$ cat src/rtl/indice_permutacao_pkg.sv
// Shared constants for the permutation generator / rank pair: widths, FSM encoding
// and Lehmer-code weights, so both directions agree on the same ordering table.
package indice_permutacao_pkg;

    localparam int IDX_W    = 5;
    localparam int ELEM_W   = 2;
    localparam int N_ELEM   = 4;
    localparam int PERM_W   = N_ELEM * ELEM_W;
    localparam int RANK_MAX = 23;

    typedef enum logic [1:0] {
        IDLE  = 2'd0,
        CHECK = 2'd1,
        RANK  = 2'd2,
        DONE  = 2'd3
    } state_t;

    localparam logic [IDX_W-1:0] LEHMER_W0 = 5'd6;
    localparam logic [IDX_W-1:0] LEHMER_W1 = 5'd2;
    localparam logic [IDX_W-1:0] LEHMER_W2 = 5'd1;

    function automatic logic [IDX_W-1:0] lehmer_weight(input logic [1:0] i);
        case (i)
            2'd0:    return LEHMER_W0;
            2'd1:    return LEHMER_W1;
            default: return LEHMER_W2;
        endcase
    endfunction

    // Element 0 lives in the most significant pair of bits.
    function automatic logic [ELEM_W-1:0] elem_at(input logic [PERM_W-1:0] p, input int k);
        return p[(N_ELEM-1-k)*ELEM_W +: ELEM_W];
    endfunction

endpackage

$ cat src/rtl/indice_permutacao_conta_menores.sv
// Combinational Lehmer digit: how many elements after position i are smaller
// than element i. Position 3 has no successors and always yields 0.
module conta_menores
    import indice_permutacao_pkg::*;
(
    input  logic [PERM_W-1:0] p_reg,
    input  logic [1:0]        i,
    output logic [1:0]        d
);

    always_comb begin
        d = 2'd0;
        for (int j = 0; j < N_ELEM; j++) begin
            if (j > int'(i) && elem_at(p_reg, j) < elem_at(p_reg, int'(i))) begin
                d = d + 2'd1;
            end
        end
    end

endmodule

$ cat src/rtl/indice_permutacao.sv
// Lexicographic rank (0..23) of a 4-element permutation of 2-bit indices.
// Optional macro RANK_ERR_CNT_EN adds a saturating count of rejected (duplicate) inputs.
module indice_permutacao
    import indice_permutacao_pkg::*;
(
    input  logic              clock,
    input  logic              reset,
    input  logic              start,
    input  logic [PERM_W-1:0] perm,
    output logic [IDX_W-1:0]  indice,
    output logic              done,
    output logic              erro,
    output logic              busy
`ifdef RANK_ERR_CNT_EN
    ,
    output logic [7:0]        erros_cnt
`endif
);

    state_t            state;
    state_t            state_next;
    logic [PERM_W-1:0] p_reg;
    logic [IDX_W-1:0]  acc;
    logic [IDX_W-1:0]  acc_next;
    logic [1:0]        i_cnt;
    logic [1:0]        d;
    logic              dup;

    conta_menores u_conta_menores (
        .p_reg (p_reg),
        .i     (i_cnt),
        .d     (d)
    );

    always_comb begin
        dup = 1'b0;
        for (int a = 0; a < N_ELEM; a++) begin
            for (int b = a + 1; b < N_ELEM; b++) begin
                if (elem_at(p_reg, a) == elem_at(p_reg, b)) begin
                    dup = 1'b1;
                end
            end
        end
    end

    // Max sum is 3*6 + 2*2 + 1 = 23, so 5 bits never wrap.
    assign acc_next = acc + ({3'b000, d} * lehmer_weight(i_cnt));

    always_ff @(posedge clock) begin
        if (!reset) begin
            state <= IDLE;
        end else begin
            state <= state_next;
        end
    end

    always_comb begin
        state_next = state;
        case (state)
            IDLE:  if (start) state_next = CHECK;
            CHECK: state_next = dup ? DONE : RANK;
            RANK:  if (i_cnt == 2'd2) state_next = DONE;
            DONE:  state_next = IDLE;
            default: state_next = IDLE;
        endcase
    end

    // done/busy are decoded from the next state so they line up with the state register.
    always_ff @(posedge clock) begin
        if (!reset) begin
            p_reg  <= '0;
            acc    <= '0;
            i_cnt  <= '0;
            indice <= '0;
            erro   <= 1'b0;
            done   <= 1'b0;
            busy   <= 1'b0;
        end else begin
            done <= (state_next == DONE);
            busy <= (state_next != IDLE);
            case (state)
                IDLE: begin
                    if (start) begin
                        p_reg <= perm;
                        acc   <= '0;
                        i_cnt <= '0;
                    end
                end
                CHECK: begin
                    if (dup) begin
                        erro   <= 1'b1;
                        indice <= '0;
                    end
                end
                RANK: begin
                    acc   <= acc_next;
                    i_cnt <= i_cnt + 2'd1;
                    if (i_cnt == 2'd2) begin
                        indice <= acc_next;
                        erro   <= 1'b0;
                    end
                end
                default: ;
            endcase
        end
    end

`ifdef RANK_ERR_CNT_EN
    always_ff @(posedge clock) begin
        if (!reset) begin
            erros_cnt <= '0;
        end else if (state == CHECK && dup && erros_cnt != 8'hFF) begin
            erros_cnt <= erros_cnt + 8'd1;
        end
    end
`endif

endmodule

$ cat config.mk
export PLATFORM = sky130hd
export DESIGN_NAME = indice_permutacao
export DESIGN_NICKNAME = d
export VERILOG_FILES = /design/src/rtl/indice_permutacao_pkg.sv /design/src/rtl/indice_permutacao_conta_menores.sv /design/src/rtl/indice_permutacao.sv
export SDC_FILE = /design/constraint.sdc
export NUM_CORES = 1
export LEC_CHECK = 0
export BUFFER_PORTS_ARGS = -buffer_cell sky130_fd_sc_hd__buf_2
export CORE_MARGIN = 3
export CORE_UTILIZATION = 40
export CTS_BUF_LIST = sky130_fd_sc_hd__clkbuf_2
export DETAILED_ROUTE_END_ITERATION = 10
export PLACE_DENSITY_LB_ADDON = 0.15
export SETUP_SLACK_MARGIN = 0.15
export SLEW_MARGIN = 40
export SYNTH_ARGS = -nofsm -noshare
export SYNTH_HDL_FRONTEND = slang
export SYNTH_SLANG_ARGS = --single-unit
export TNS_END_PERCENT = 100
$ cat constraint.sdc
create_clock -name clock -period 9 [get_ports clock]
set_input_delay 0 -clock clock [delete_from_list [all_inputs] [get_ports clock]]
set_output_delay 0 -clock clock [all_outputs]
set_load 0.02 [all_outputs]
; ---- Word-level counts from Yosys, hierarchy flattened
; Cells that the tools add are included.
[word_totals]
word_cells = 71
in_bits = 11
reg_bits = 25
[classes]
n_mux = 24
shift = 1
reduce_logical = 11
addsub = 5
magnitude_cmp = 6
multipliers = 1
n_eq_ne = 15
[op_table]
columns = operator, n
row1 = $shiftx A8 B32 Y2, 1
row2 = $pmux W5 S2, 2
row3 = $mux W5, 3
row4 = $eq A2 B2 Y1, 6
row5 = $mux W1, 10
row6 = $mux W2, 5
row7 = $eq A2 B2 Y1 const B, 4
row8 = $pmux W2 S4, 1
row9 = $lt A2 B2 Y1, 3
row10 = $ne A2 B2 Y1 const B, 3
row11 = $pmux W3 S2, 1
row12 = $reduce_bool A2 Y1, 3
row13 = $add A5 B5 Y5, 1
row14 = $mul A2 B5 Y5, 1
row15 = $add A2 B1 Y2 const B, 2
row16 = $eq A2 B1 Y1 const B, 2
row17 = $gt A2 B2 Y1 const A, 2
row18 = $logic_not A2 Y1, 2
row19 = $pmux W2 S2, 1
row20 = $reduce_and A2 Y1, 2
row21 = $logic_and A1 B1 Y1, 3
row22 = $reduce_and A3 Y1, 1
row23 = $sub A2 B2 Y3 const A, 1
row24 = $add A1 B1 Y2 const B, 1
row25 = 2 further kinds, 2

; ---- Logic depth before layout (Yosys ltp)
[logic_depth]
ltp_word = 13
depth_mapped = 18

; ---- Modules after synthesis
; A second synthesis with hierarchy kept.
[unflattened]
hier_cells = 182
hier_area_um2 = 1642.8
[by_module_without_submodules]
columns = module, seq_area_each_um2, area_each_um2, instances, cells_per_inst
row1 = indice_permutacao, 500.5, 1417.6, 1, 156
row2 = conta_menores, 0.0, 225.2, 1, 26

; ---- Worst setup path before layout
; Ideal clock, no wire load.
[synth_timing]
path_type = register to register
startpoint = reg i_cnt[1]
endpoint = reg acc[4]
slack_ps = 5027
required_ps = 8924
n_path_buf = 1
arrival_time_ps = 3897
stages_incl_launch_ff = 18
period_less_slack_ps = 3973
setup_time_ps = 76
cell_sequence = dfxtp_1 -> buf_4 -> mux4_2 -> inv_1 -> ha_1 -> a2111o_1 -> inv_1 -> ha_1 -> xnor2_1 -> nand2_1 -> fa_1 -> inv_1 -> ha_1 -> a21o_1 -> a2111oi_0 -> o21bai_1 -> nand2_1 -> a21boi_0
[synth_via]
elab_chain_cells = 12
word_cells_on_any_way = 22
[synth_lines]
columns = item, line
row1 = "start, declared", indice_permutacao.sv:25  ; logic [1:0] i_cnt;
row2 = "start signal, assigned", indice_permutacao.sv:97  ; i_cnt <= i_cnt + 2'd1;
row3 = $sub A2 B2 Y3, indice_permutacao_pkg.sv:32  ; return p[(N_ELEM-1-k)*ELEM_W +: ELEM_W];
row4 = $shiftx A8 B32 Y2, indice_permutacao_pkg.sv:32
row5 = $lt A2 B2 Y1, indice_permutacao_conta_menores.sv:14  ; if (j > int'(i) && elem_at(p_reg, j) < elem_at(p_reg, int'(i))) begin
row6 = $logic_and A1 B1 Y1, indice_permutacao_conta_menores.sv:14
row7 = $mux W1, indice_permutacao_conta_menores.sv:14
row8 = $add A1 B1 Y2, indice_permutacao_conta_menores.sv:15  ; d = d + 2'd1;
row9 = $mux W2, indice_permutacao_conta_menores.sv:14
row10 = $add A2 B1 Y2, indice_permutacao_conta_menores.sv:15
row11 = $mux W2, indice_permutacao_conta_menores.sv:14
row12 = $mul A2 B5 Y5 (*), indice_permutacao.sv:47  ; assign acc_next = acc + ({3'b000, d} * lehmer_weight(i_cnt));
row13 = $add A5 B5 Y5 (*), indice_permutacao.sv:47
row14 = $pmux W5 S2 (*), indice_permutacao.sv:81  ; case (state)
row15 = "end signal, assigned", indice_permutacao.sv:96  ; acc <= acc_next;
row16 = "end, declared", indice_permutacao.sv:23  ; logic [IDX_W-1:0] acc;
; Every way passes the cells marked *; elsewhere a longest branch is shown, timed or not.
; A chain may end at the register's enable or synchronous reset.

; ---- Worst setup path after layout
; Same ends and word-level chain as after synthesis.

==> flow_summary.toml <==
[outcome]
status = "completed"

[synthesis]
synth_fp_nets = 225
yosysWarnings = 0
synth_area_leaders = "dfxtp_1 (30%), ha_1 (14%), nand2_1 (7.6%)"
synth_area_sq_mm = 0.00168
synth_edf_count = 0
avgSynthCellArea_sq_um = 8.73
ys_dominant_reg_cell = "dfxtp_1"
yosys.area.top_type = "dfxtp_1"
synthDistinctLibCells = 37
seq_area_frac_synth = 0.297
yosysTopAreaCellShare = 0.297
synth_seq_cells = 25
ys_async_sr_fraction = 0
postSynthCellCount = 193

[floorplanning]
dieArea_sq_mm = 0.00502
fp.dieW_microns = 70.9
core_sq_mm = 0.00385
row_count = 22
io_pins = 19
dieHeight_microns = 70.9
start_util = 0.437

[clocking]
clk_latency_ps = 340
h-tree-depth = 1
cts_tree = "done"
cts_sinks = 25
cts_buffer_depth = 2
cts_made_buffers = 3
cts_root_buffer = "clkbuf_2"
cts.clk_slew.worst_paths_ps = 230

[worst_setup_path]
crit_fanout = 9
path_delay_family = "compound AO/OA/AOI/OAI gates"
critPathSlowestCell = "dfxtp_1"
cp_data_arrival_time_ps = 4640
reg2reg_from = "i_cnt[1]$_SDFFE_PN0P_"
path_buf_inv = 3
worstSetupEndpointType = "flop"
path_cells = "mux4_2 > inv_1 > ha_1 > a2111o_1 > inv_1 > ha_1 > xnor2_1 > nand2_1 > fa_1 > inv_1 > ha_1 > a21o_1 > a2111oi_0 > o21bai_1 > nand2_1 > a21boi_0"
critPathKind = "flop to flop"
crit_required_ps = 9290
cp_slowest_stage_delay_ps = 570
crit_start = "i_cnt[1]$_SDFFE_PN0P_"
cp-start-kind = "flop"

[pwr]
pwr-share-comb = 0.593
power_switching_mw = 0.224
pwr-share-seq = 0.318
clkPwrFrac = 0.089
p_leak_nw = 0.833
vdd_ir_drop_max_mv = 0.143
switching_share = 0.461
cellPowerDensity_mw_per_mm2 = 259
intPower_mw = 0.262

[detailed_routing]
drc = 0
ant_nets = 0
firstDrtPassIters = 4
wl_microns = 3280
vias = 1344
first_iter_violations = 52
wl_per_cell_microns = 12.6
vias_per_cell = 5.19

[cells_and_area]
final_area_sq_mm = 0.00188
layout.nets = 244
largest_reg_flops = 8
nFillCells = 376
antenna_cells = 0
area_growth_pct = 11.7
final_core_util = 0.488
drive_gt1_frac = 0.133

[job]
drv_cap = 0

[global_routing]
grt_pass1_vias = 1329
antenna_found_initial = 0
track_usage = 0.140
grt_pass1_wl_microns = 5840
grt_remaining_overflow = 0
grt_max_degree = 32

[sta]
fin_ws_ps = 4650
fin_tns_setup_ps = 0
finalSetupViolCount = 0
slew_headroom = 0.507
rsz0062_at_grt = "false"
drv_slew = 0
worst_slew_pin_slew_ps = 732
hold_violations = 0
fin_skew_ps = 3.33
post-route-period-util = 0.484
period_minus_slack_ps = 4350
fmax_mhz = 230

[place]
place_ws_ps = 4700
gp_congestion = 0.757
portBuffers = 18
hpwl_microns = 2500
placed_area_sq_mm = 0.00178

[hold_path]
worstHoldStart = "reset"
hold_path_class = "input port to flop"
[stage by stage]
stage / cells / hold slack, ps / total power, mW
floorplan: 193 / 141 / 0.385
global placement: 247 / 248 / 0.438
detailed placement: 247 / 260 / 0.445
CTS: 259 / 69.7 / 0.492
global route: 259 / 73.1 / 0.541
finish: 259 / 81.9 / 0.487
[cells in the mapped netlist, types with 3 or more instances]
cell type,instances
o22ai_1,4
nand2_1,34
ha_1,19
xor2_1,13
a21boi_0,14
inv_1,12
o21ai_0,4
dfxtp_1,25
nand3_1,10
nand2b_1,3
buf_2,4
clkbuf_1,7
mux2i_1,10
and2_1,4
[power groups by stage]
stage | clock, mW | sequential [mW] | combinational (mW)
after global placement | 0 | 0.156 | 0.282
after floorplan | 0 | 0.155 | 0.231
after CTS | 0.0463 | 0.155 | 0.291
after global routing | 0.0516 | 0.159 | 0.330
after detailed placement | 0 | 0.158 | 0.287
final | 0.0433 | 0.155 | 0.288
[layout make-up]
class | count | area, sq um | share of cell area
Clock buffer | 3 | 15.0 | 0.00798
Clock inverter | 1 | 5.00 | 0.00266
Inverter | 12 | 45.0 | 0.0240
Multi-Input combinational cell | 144 | 1080 | 0.577
Sequential cell | 25 | 500 | 0.266
Tap cell | 48 | 60.1 | 0.0319
Timing Repair Buffer | 26 | 170 | 0.0905
[cell families after synthesis]
kind of cell             synth area share
adder cells (fa/ha/maj)             0.165
multiplexers                       0.0795
AND/OR/NAND/NOR                     0.178
flip-flops                          0.297
XOR/XNOR                           0.0780
AO/OA/AOI/OAI                       0.144
buffers and inverters              0.0587
[final timing paths]
path | slack [ps] | depth (start not counted) | end
max | 4650 | 16 | acc[4]$_SDFFE_PN0P_
min | 80 | 2 | busy$_SDFF_PN0_
max reg2reg | 4650 | 16 | acc[4]$_SDFFE_PN0P_
min reg2reg | 470 | 2 | indice[3]$_SDFFE_PN0P_
[layer usage]
metal  track usage  routed length, microns
met1         0.185                    1550
met2         0.232                    1580
met3        0.0213                     108
met4        0.0459                      34
met5             0                       0
[worst reg2reg max path, delay by kind of cell (launching register included)]
| family | cells | cell delay [ps] |
|---|---|---|
| adders and majority gates | 4 | 1230 |
| muxes | 1 | 540 |
| AOI/OAI and AO/OA | 5 | 1300 |
| DFF | 1 | 570 |
| and+or+nand+nor | 2 | 170 |
| buffers and inverters | 3 | 250 |
| xor gates and xnor gates | 1 | 260 |
[cells in the final DEF (no fill, tap or decap), types with 2 or more instances in the layout]
master          n
nand2_1        34
inv_1          12
fa_1            2
nor2_1          2
clkbuf_2        3
o22ai_1         4
mux2i_1        10
and2_2          2
o21ai_0         4
a21oi_1         2
o21a_1          2
nand3_1        10
o211ai_1        2
dfxtp_1        25
xnor2_1         2
ha_1           19
nand2b_1        3
dlygate4sd3_1   8
xor2_1         13
and2_1          4
a21boi_0       14
buf_2          18
[what timing repair did]
| action | 4_1_cts | 5_1_grt |
|---|---|---|
| hold buffers | 8 | 0 |
| resized for setup | 0 | 0 |
| setup buffers | 0 | 0 |
| endpoints found under the hold margin | 8 | 0 |
Power figures use the tool's default switching activity.
